$ cat src/rtl/do_cmd_sched.sv
// Timed command scheduler feeding the masked-write DO register stage.
// Optional output watchdog is built when DO_WDOG_EN is defined.
module do_cmd_sched #(
    parameter int                  WIDTH        = 32,
    parameter int                  DEPTH        = 8,
    parameter int                  DLY_W        = 16,
    parameter int                  WDOG_W       = 24,
    parameter logic [WDOG_W-1:0]   WDOG_TIMEOUT = 24'd1000000,
    parameter logic [WIDTH-1:0]    SAFE_VALUE   = {WIDTH{1'b0}}
) (
    input  logic                     clk,
    input  logic                     rst_n,
    input  logic                     cmd_valid,
    output logic                     cmd_ready,
    input  logic [WIDTH-1:0]         cmd_data,
    input  logic [WIDTH-1:0]         cmd_mask,
    input  logic [DLY_W-1:0]         cmd_delay,
    input  logic                     flush,
    output logic [WIDTH-1:0]         do_wdata,
    output logic [WIDTH-1:0]         do_wmask,
    output logic                     do_we,
    output logic [$clog2(DEPTH):0]   fifo_count,
    output logic                     busy,
    input  logic                     wdog_arm,
    input  logic                     wdog_kick,
    input  logic                     wdog_clr,
    output logic                     wdog_trip
);
    localparam int AW = $clog2(DEPTH);
    localparam int CW = AW + 1;

    typedef enum logic [1:0] {S_IDLE, S_WAIT, S_ISSUE} state_t;

    state_t            state_q, state_d;
    logic [DLY_W-1:0]  cnt_q, cnt_d;
    logic [WIDTH-1:0]  pend_data_q, pend_data_d;
    logic [WIDTH-1:0]  pend_mask_q, pend_mask_d;
    logic [AW-1:0]     wr_ptr_q, wr_ptr_d;
    logic [AW-1:0]     rd_ptr_q, rd_ptr_d;
    logic [CW-1:0]     count_q, count_d;
    logic              do_we_q, do_we_d;
    logic [WIDTH-1:0]  do_wdata_q, do_wdata_d;
    logic [WIDTH-1:0]  do_wmask_q, do_wmask_d;

    logic [WIDTH-1:0]  mem_data_q [DEPTH];
    logic [WIDTH-1:0]  mem_mask_q [DEPTH];
    logic [DLY_W-1:0]  mem_dly_q  [DEPTH];

    logic full, empty, push, pop, wdog_fire, flush_all;

    assign full      = (count_q == CW'(DEPTH));
    assign empty     = (count_q == '0);
    // Valid/ready: a command transfers on any rising edge where cmd_valid and cmd_ready are both high.
    assign cmd_ready = rst_n & ~full & ~flush & ~wdog_trip;
    assign push      = cmd_valid & cmd_ready;
    assign flush_all = flush | wdog_fire;
    assign pop       = (state_q == S_IDLE) & ~empty & ~flush_all;

    always_comb begin
        state_d     = state_q;
        cnt_d       = cnt_q;
        pend_data_d = pend_data_q;
        pend_mask_d = pend_mask_q;
        do_we_d     = 1'b0;
        do_wdata_d  = do_wdata_q;
        do_wmask_d  = do_wmask_q;
        case (state_q)
            S_IDLE: begin
                if (pop) begin
                    pend_data_d = mem_data_q[rd_ptr_q];
                    pend_mask_d = mem_mask_q[rd_ptr_q];
                    cnt_d       = mem_dly_q[rd_ptr_q];
                    state_d     = S_WAIT;
                end
            end
            S_WAIT: begin
                if (cnt_q != '0) begin
                    cnt_d = cnt_q - DLY_W'(1);
                end else begin
                    state_d    = S_ISSUE;
                    do_we_d    = 1'b1;
                    do_wdata_d = pend_data_q;
                    do_wmask_d = pend_mask_q;
                end
            end
            S_ISSUE: state_d = S_IDLE;
            default: state_d = S_IDLE;
        endcase
        // A flush on the issuing edge cancels the strobe and keeps the held output values.
        if (flush_all) begin
            state_d    = S_IDLE;
            do_we_d    = 1'b0;
            do_wdata_d = do_wdata_q;
            do_wmask_d = do_wmask_q;
        end
        if (wdog_fire) begin
            do_we_d    = 1'b1;
            do_wdata_d = SAFE_VALUE;
            do_wmask_d = {WIDTH{1'b1}};
        end
    end

    always_comb begin
        wr_ptr_d = wr_ptr_q;
        rd_ptr_d = rd_ptr_q;
        count_d  = count_q;
        if (flush_all) begin
            wr_ptr_d = '0;
            rd_ptr_d = '0;
            count_d  = '0;
        end else begin
            if (push) wr_ptr_d = wr_ptr_q + AW'(1);
            if (pop)  rd_ptr_d = rd_ptr_q + AW'(1);
            count_d = count_q + CW'(push) - CW'(pop);
        end
    end

    always_ff @(posedge clk) begin
        if (push) begin
            mem_data_q[wr_ptr_q] <= cmd_data;
            mem_mask_q[wr_ptr_q] <= cmd_mask;
            mem_dly_q[wr_ptr_q]  <= cmd_delay;
        end
    end

    always_ff @(posedge clk or negedge rst_n) begin
        if (!rst_n) begin
            state_q     <= S_IDLE;
            cnt_q       <= '0;
            pend_data_q <= '0;
            pend_mask_q <= '0;
            wr_ptr_q    <= '0;
            rd_ptr_q    <= '0;
            count_q     <= '0;
            do_we_q     <= 1'b0;
            do_wdata_q  <= '0;
            do_wmask_q  <= '0;
        end else begin
            state_q     <= state_d;
            cnt_q       <= cnt_d;
            pend_data_q <= pend_data_d;
            pend_mask_q <= pend_mask_d;
            wr_ptr_q    <= wr_ptr_d;
            rd_ptr_q    <= rd_ptr_d;
            count_q     <= count_d;
            do_we_q     <= do_we_d;
            do_wdata_q  <= do_wdata_d;
            do_wmask_q  <= do_wmask_d;
        end
    end

    assign do_we      = do_we_q;
    assign do_wdata   = do_wdata_q;
    assign do_wmask   = do_wmask_q;
    assign fifo_count = count_q;
    assign busy       = ~empty | (state_q != S_IDLE);

`ifdef DO_WDOG_EN
    logic [WDOG_W-1:0] wdog_cnt_q, wdog_cnt_d;
    logic              wdog_trip_q, wdog_trip_d;

    // The trip fires on the edge where the counter would reach zero.
    always_comb begin
        wdog_cnt_d  = wdog_cnt_q;
        wdog_trip_d = wdog_trip_q;
        wdog_fire   = 1'b0;
        if (wdog_clr) begin
            wdog_cnt_d  = WDOG_TIMEOUT;
            wdog_trip_d = 1'b0;
        end else if (wdog_trip_q) begin
            wdog_cnt_d = wdog_cnt_q;
        end else if (!wdog_arm || wdog_kick) begin
            wdog_cnt_d = WDOG_TIMEOUT;
        end else begin
            wdog_cnt_d = wdog_cnt_q - WDOG_W'(1);
            if (wdog_cnt_q == WDOG_W'(1)) begin
                wdog_fire   = 1'b1;
                wdog_trip_d = 1'b1;
            end
        end
    end

    always_ff @(posedge clk or negedge rst_n) begin
        if (!rst_n) begin
            wdog_cnt_q  <= WDOG_TIMEOUT;
            wdog_trip_q <= 1'b0;
        end else begin
            wdog_cnt_q  <= wdog_cnt_d;
            wdog_trip_q <= wdog_trip_d;
        end
    end

    assign wdog_trip = wdog_trip_q;
`else
    logic wdog_unused;
    assign wdog_unused = wdog_arm ^ wdog_kick ^ wdog_clr;
    assign wdog_fire   = 1'b0;
    assign wdog_trip   = 1'b0;
`endif

endmodule

$ cat config.mk
export PLATFORM = sky130hd
export DESIGN_NAME = do_cmd_sched
export DESIGN_NICKNAME = d
export VERILOG_FILES = /design/src/rtl/do_cmd_sched.sv
export SDC_FILE = /design/constraint.sdc
export NUM_CORES = 1
export LEC_CHECK = 0
export BUFFER_PORTS_ARGS = -buffer_cell sky130_fd_sc_hd__buf_2
export CAP_MARGIN = 15
export CORE_MARGIN = 5
export CORE_UTILIZATION = 25
export DETAILED_ROUTE_END_ITERATION = 10
export MAX_ROUTING_LAYER = met4
export PLACE_DENSITY = 0.49
export SLEW_MARGIN = 20
export SYNTH_ARGS = -nofsm -noshare
export SYNTH_HDL_FRONTEND = slang
export SYNTH_SLANG_ARGS = --single-unit
$ cat constraint.sdc
create_clock -name clk -period 6.7 [get_ports clk]
set_clock_uncertainty 0.05 [all_clocks]
set_input_delay 1.34 -clock clk [delete_from_list [all_inputs] [get_ports clk]]
set_output_delay 1.34 -clock clk [all_outputs]
set_load 0.005 [all_outputs]
==> results of run 1 <==
synthesized netlist by cell type, types with 3 or more instances:
cell	instances
edfxtp_1	640
dfrtp_1	157
mux4_2	147
mux2i_1	96
o21ai_0	85
nand2_1	77
mux2_2	54
clkbuf_1	32
nor2_1	22
buf_1	21
a21oi_1	16
buf_2	14
inv_1	14
mux2_1	12
a22oi_1	11
ha_1	10
nand3_1	10
buf_6	6
nand2b_1	6
nor2b_1	6
nor3_1	6
a22o_1	3
a31oi_1	3
a32o_1	3
buf_4	3
nand4_1	3
nor4_1	3
xnor2_1	3
final cells by class:
cell class              instances  area [sq um]  area share, %
diodes                         18          45.0          0.125
well taps                    1612          2020           5.59
inverters                      14          52.6          0.146
flip-flops and latches        797         23200           64.1
multi-input cells             611          6780           18.8
clock buffers                 119          2440           6.76
repair buffers                188          1090           3.03
clock inverters                45           517           1.43
power groups by stage:
stage                     sequential, uW  combinational, uW  clock (uW)
final                               5920               2000        4860
after global routing                5960               2250        5250
after CTS                           5930               2060        5040
after detailed placement            6030               2060           0
after global placement              6020               2040           0
after floorplan                     5890               1550           0
layout by cell type (no fill, tap or decap), types with 12 or more instances in the layout:
| cell type | n |
|---|---|
| mux2_1 | 12 |
| mux2i_1 | 96 |
| mux4_2 | 147 |
| dfrtp_1 | 154 |
| o21ai_0 | 84 |
| edfxtp_1 | 640 |
| clkbuf_1 | 20 |
| nor2_1 | 16 |
| buf_2 | 153 |
| mux2_2 | 54 |
| clkinv_2 | 17 |
| a21oi_1 | 16 |
| clkbuf_16 | 89 |
| buf_4 | 30 |
| inv_1 | 14 |
| diode_2 | 18 |
| nand2_1 | 77 |
sequential cells by signal, summed over array words and instances, names as in the netlist:
name         cells
do_we            1
do_wdata        32
pend_mask_q     32
mem_mask_q     256
pend_data_q     32
cnt_q           16
rd_ptr_q         3
fifo_count       4
wr_ptr_q         3
do_wmask        32
mem_data_q     256
mem_dly_q      128
state_q          2
per-stage QoR:
| stage | setup WS (ns) | util [%] |
|---|---|---|
| 3_5_place_dp | 2.16 | 27.5 |
| 3_3_place_gp | 2.17 | 27.5 |
| 6_report | 2.68 | 30.1 |
| 5_1_grt | 2.57 | 30.1 |
| 4_1_cts | 2.67 | 30.0 |
| 2_1_floorplan | 0.530 | - |
critical path, delay by kind of cell:
family                 cells  cell delay, ns
AOI/OAI and AO/OA          1            0.42
and+or+nand+nor            1            0.10
buffers and inverters      2            0.67
layer usage:
| layer | vias up | wire (um) | global-route usage, % |
|---|---|---|---|
| met3 | 103 | 3720 | 3.11 |
| li1 | 6448 | - | - |
| met1 | 7616 | 30800 | 14.3 |
| met4 | 0 | 1630 | 2.98 |
| met5 | - | 0 | - |
| met2 | 307 | 34600 | 18.4 |
logic make-up (layout without fill, tap and decap cells):
logic type                 count (synthesis)  after routing
AOI/OAI and AO/OA                        134            134
muxes                                    309            309
buffers and inverters                     91            366
and+or+nand+nor                          151            151
DFF                                      797            797
xor gates and xnor gates                   5              5
adders and majority gates                 11             11
other                                      1             19
worst paths after layout:
kind	start	slack [ns]	depth (start not counted)	endpoint
worst min register to register	pend_mask_q[14]	0.42	2	pend_mask_q[14]
max in group asynchronous	rst_n	4.68	2	pend_data_q[1]
min in group asynchronous	rst_n	0.62	1	pend_mask_q[22]
worst max register to register	fifo_count[2]	3.54	7	mem_mask_q[0][20]
worst max-delay path	rst_n	2.68	4	cmd_ready
worst min-delay path	pend_mask_q[14]	0.42	2	pend_mask_q[14]
==> impl_metrics.ini, run 1 <==
[critical_path]
critPathMaxFanout = 53
worstPathArrival_ns = 2.63
crit_path_start_kind = input port
crit_required_ns = 5.31
crit_chain = clkbuf_8 > nand2b_1 > a21oi_1 > buf_2
crit_slowest_cell = a21oi_1
critPathCaptureType = output pin
path_class = in2out
slowest_delay_ns = 0.42

[placement]
dpl_cell_area_sq_um = 33100
placed_cells = 3221
routabilityCongestion = 0.739
io_buffer_count = 154
dp_hpwl_um = 40300

[global_route]
grt_max_degree = 108
grt_pass1_vias = 15500
overflow = 0
grt_antenna_before_repair = 33
grt_pass1_wl_um = 106000
grt_usage_pct = 11.4

[clock_tree]
cts_sinks = 797
cts_tree = done
hold_buffers = 0
cts_buffer_depth = 3
cts_buffers = 87
cts_resized = 0
post_cts_buffers = 0
clock_latency_ns = 0.63
h-tree-depth = 3
cts-root-buf = clkbuf_16
clk_pin_slew_ns = 0.06

[detailed_routing]
drtPass1Iterations = 5
drc = 0
drt-initial-drc-count = 789
via_per_inst = 4.25
vias = 14500
wl_per_cell_um = 20.8
antenna_left = 0
drt-total-wl_um = 70800

[yosys]
synth.yosys.warnings = 0
synth_top_area_cell = edfxtp_1
synthAdderAreaFrac_pct = 0.479
yosys.area_share.xor_xnor_pct = 0.145
netlist_instances = 1499
ys_types = 58
synthMuxAreaShare_pct = 16.6
ys_seq_area_share_pct = 76.4
synth-seq-cells = 797
synth_top_area_share_pct = 63.5
postSynthAreaPerCell_sq_um = 20.2
synth.area.top_cells = edfxtp_1 63%, dfrtp_1 13%, mux4_2 11%, mux2i_1 3.2%, mux2_2 2.0%
syn_nets = 1597
synth_edf_count = 640
synth_top_family_by_area = multiplexers
synthArstFlopShare_pct = 19.7
syn_area_sq_um = 30300
synth_simple_gate_area_share_pct = 2.39
synth_compound_area_share_pct = 2.57
ys_dominant_reg_cell = edfxtp_1

[finish]
layout-drive-gt1-share_pct = 31.1
nFillCells = 11800
final_cell_count_no_fill = 3404
postLayoutCellArea_sq_um = 36100
nets = 1797
syn_to_final_growth_pct = 19.2

[outcome]
status = completed

[power_and_ir_drop]
pwr-share-clk_pct = 38.1
seq_power_share_pct = 46.3
comb_power_share_pct = 15.6
vdd_drop_max_mv = 0.204
netSwitchingPower_uw = 3300
swShare_pct = 25.8
p_per_area_nw_per_um2 = 354
fin_total_pwr_uw = 12800
leakage_uw = 0.0123
p_int_uw = 9480

[die]
fp-row-count = 127
start_util_pct = 25.2
core_region_area_sq_um = 120000
die_x_um = 358
die_area_sq_um = 128000
die_h_um = 358
pin_count = 159

[sta]
period_share_pct = 59.9
tns_ns = 0
hold_viol_final = 0
max_freq_mhz = 249
slew_viol_final = 0
slew_headroom_pct = 32.3
fin_crit_ns = 4.02
rsz0062_at_grt = no
setup_viol = 0
worst_pin_slew_ns = 1.02
hold_ws_ns = 0.421

[job]
maxCapViolations = 0

[hold_path]
hp-class = reg2reg
Note: power is estimated with default switching activity, not from simulation.
==> inputs of run 2 (changes only) <==
PLACE_DENSITY = 0.47   (was 0.49)
clock period = 3.8 ns   (was 6.7 ns; I/O delays follow)
==> run 2 against run 1 <==
Against the previous run:
- combinational power up 76%
- cell area up 0.79%
- setup slack got worse by 1.9 ns
- clock power grew 78%
- cell count barely moved
- total power increased by 78%
- sequential cell count unchanged
- hold slack worse by 0.13 ns
- critical path depth increased by 1
- register-to-register slack got worse by 2.6 ns
==> impl_metrics.ini, run 2 (synthesized netlist as in run 1, its figures left out) <==
[sta]
slew_viol_final = 0
period_share_pct = 79.9
worst_pin_slew_ns = 1.06
hold_viol_final = 0
max_freq_mhz = 329
fin_crit_ns = 3.04
setup_viol = 0
rsz0062_at_grt = no
slew_headroom_pct = 29.3

[finish]
postLayoutCellArea_sq_um = 36400
reg.largest.list = mem_data_q (256), mem_mask_q (256), mem_dly_q (128)
final_cell_count_no_fill = 3407
layout_commonest_cell = edfxtp_1
syn_to_final_growth_pct = 20.2
layout-drive-gt1-share_pct = 31.5
nets = 1805
final_cell_mix = 640 x edfxtp_1, 154 x dfrtp_1, 153 x buf_2, 147 x mux4_2, 96 x mux2i_1

[critical_path]
crit_slowest_cell = nor3b_1
crit_family = simple AND/OR/NAND/NOR gates
crit_path_start_kind = register
critPathMaxFanout = 4
critPathCaptureType = output pin
crit_required_ns = 2.99
reg2reg_slack_ns = 0.96
crit_chain = inv_1 > ha_1 > nor3b_1 > nand2_1 > buf_2
regToRegEndpoint = cnt_q[5]
crit_buf_inv = 2
path_class = reg2out
ff2ff_path_depth = 8
slowest_delay_ns = 0.43
worstPathArrival_ns = 2.23
rr_startpoint = fifo_count[2]

[detailed_routing]
drt-initial-drc-count = 870
drc = 0
via_per_inst = 4.30
drtPass1Iterations = 5
vias = 14700
wl_per_cell_um = 21.3
antenna_left = 0
drt-total-wl_um = 72500

[clock_tree]
cts_buffer_depth = 3
cts_tree = done
clock_latency_ns = 0.65
hold_buffers = 0
post_cts_buffers = 0
clk_pin_slew_ns = 0.06
h-tree-depth = 3
cts_sinks = 797
cts-root-buf = clkbuf_16
cts_buffers = 88
cts_resized = 0

[job]
maxCapViolations = 0

[hold_path]
hp-class = in2async

[global_route]
grt_antenna_before_repair = 29
grt_pass1_vias = 16000
grt_usage_pct = 11.7
overflow = 0
grt_max_degree = 134
grt_pass1_wl_um = 108000

[power_and_ir_drop]
fin_total_pwr_uw = 22700
seq_power_share_pct = 46.3
comb_power_share_pct = 15.5
netSwitchingPower_uw = 5930
vdd_drop_max_mv = 0.333
pwr-share-clk_pct = 38.2
p_int_uw = 16800
p_per_area_nw_per_um2 = 624
leakage_uw = 0.0124
swShare_pct = 26.1

[die]
start_util_pct = 25.2
die_x_um = 358
fp-row-count = 127
pin_count = 159
core_region_area_sq_um = 120000
die_area_sq_um = 128000
die_h_um = 358

[placement]
io_buffer_count = 154
routabilityCongestion = 0.725
placed_cells = 3229
dpl_cell_area_sq_um = 33400
dp_hpwl_um = 40100

[outcome]
status = completed
[run 2: changes by cell type in the layout (fill, tap and decap cells not counted), sizes merged]
cell	delta
buf	+7
diode	-3
clkinv	+9
clkbuf	-10
bufinv	+1
inv	-1
[run 2: layout make-up]
cell class	instances	area [sq um]
fillers	11800	83700
flip-flops and latches	797	23200
multi-input cells	611	6800
clock buffers	109	2360
well taps	1612	2020
repair buffers	195	1350
clock inverters	54	608
inverters	14	52.6
diodes	15	37.5
[run 2: through the flow]
step	TNS, ns	hold WS (ns)	util (%)	worst slack [ns]
floorplan	-62.35	0.393	-	-0.223
global placement	0	0.409	27.8	0.761
detailed placement	0	0.417	27.8	0.734
CTS	0	0.263	30.3	0.664
global route	0	0.305	30.3	0.540
finish	0	0.296	30.3	0.763
[run 2: worst max-delay path by stage]
stage               cells past startpoint                end  slack [ns]           from
floorplan                               5   mem_data_q[4][0]       -0.22          flush
global placement                        7  mem_mask_q[0][27]        0.76          flush
detailed placement                      7  mem_mask_q[0][30]        0.73          flush
CTS                                     5               busy        0.66  fifo_count[2]
global route                            5               busy        0.54  fifo_count[2]
finish                                  5               busy        0.76  fifo_count[2]
[run 2: power groups by stage]
| stage | registers [uW] | clock network [uW] | logic (uW) |
|---|---|---|---|
| 3_5_place_dp | 10700 | 0 | 3640 |
| 4_1_cts | 10500 | 8970 | 3650 |
| 2_1_floorplan | 10400 | 0 | 2740 |
| 6_report | 10500 | 8670 | 3520 |
| 5_1_grt | 10600 | 9340 | 3950 |
| 3_3_place_gp | 10700 | 0 | 3600 |
[run 2: layer usage]
layer,up-vias,GRT usage (%),share of wire (%)
li1,6467,-,-
met1,7770,14.4,43
met2,295,19.7,50
met3,129,2.40,4.6
met4,0,3.25,2.2
met5,-,-,0
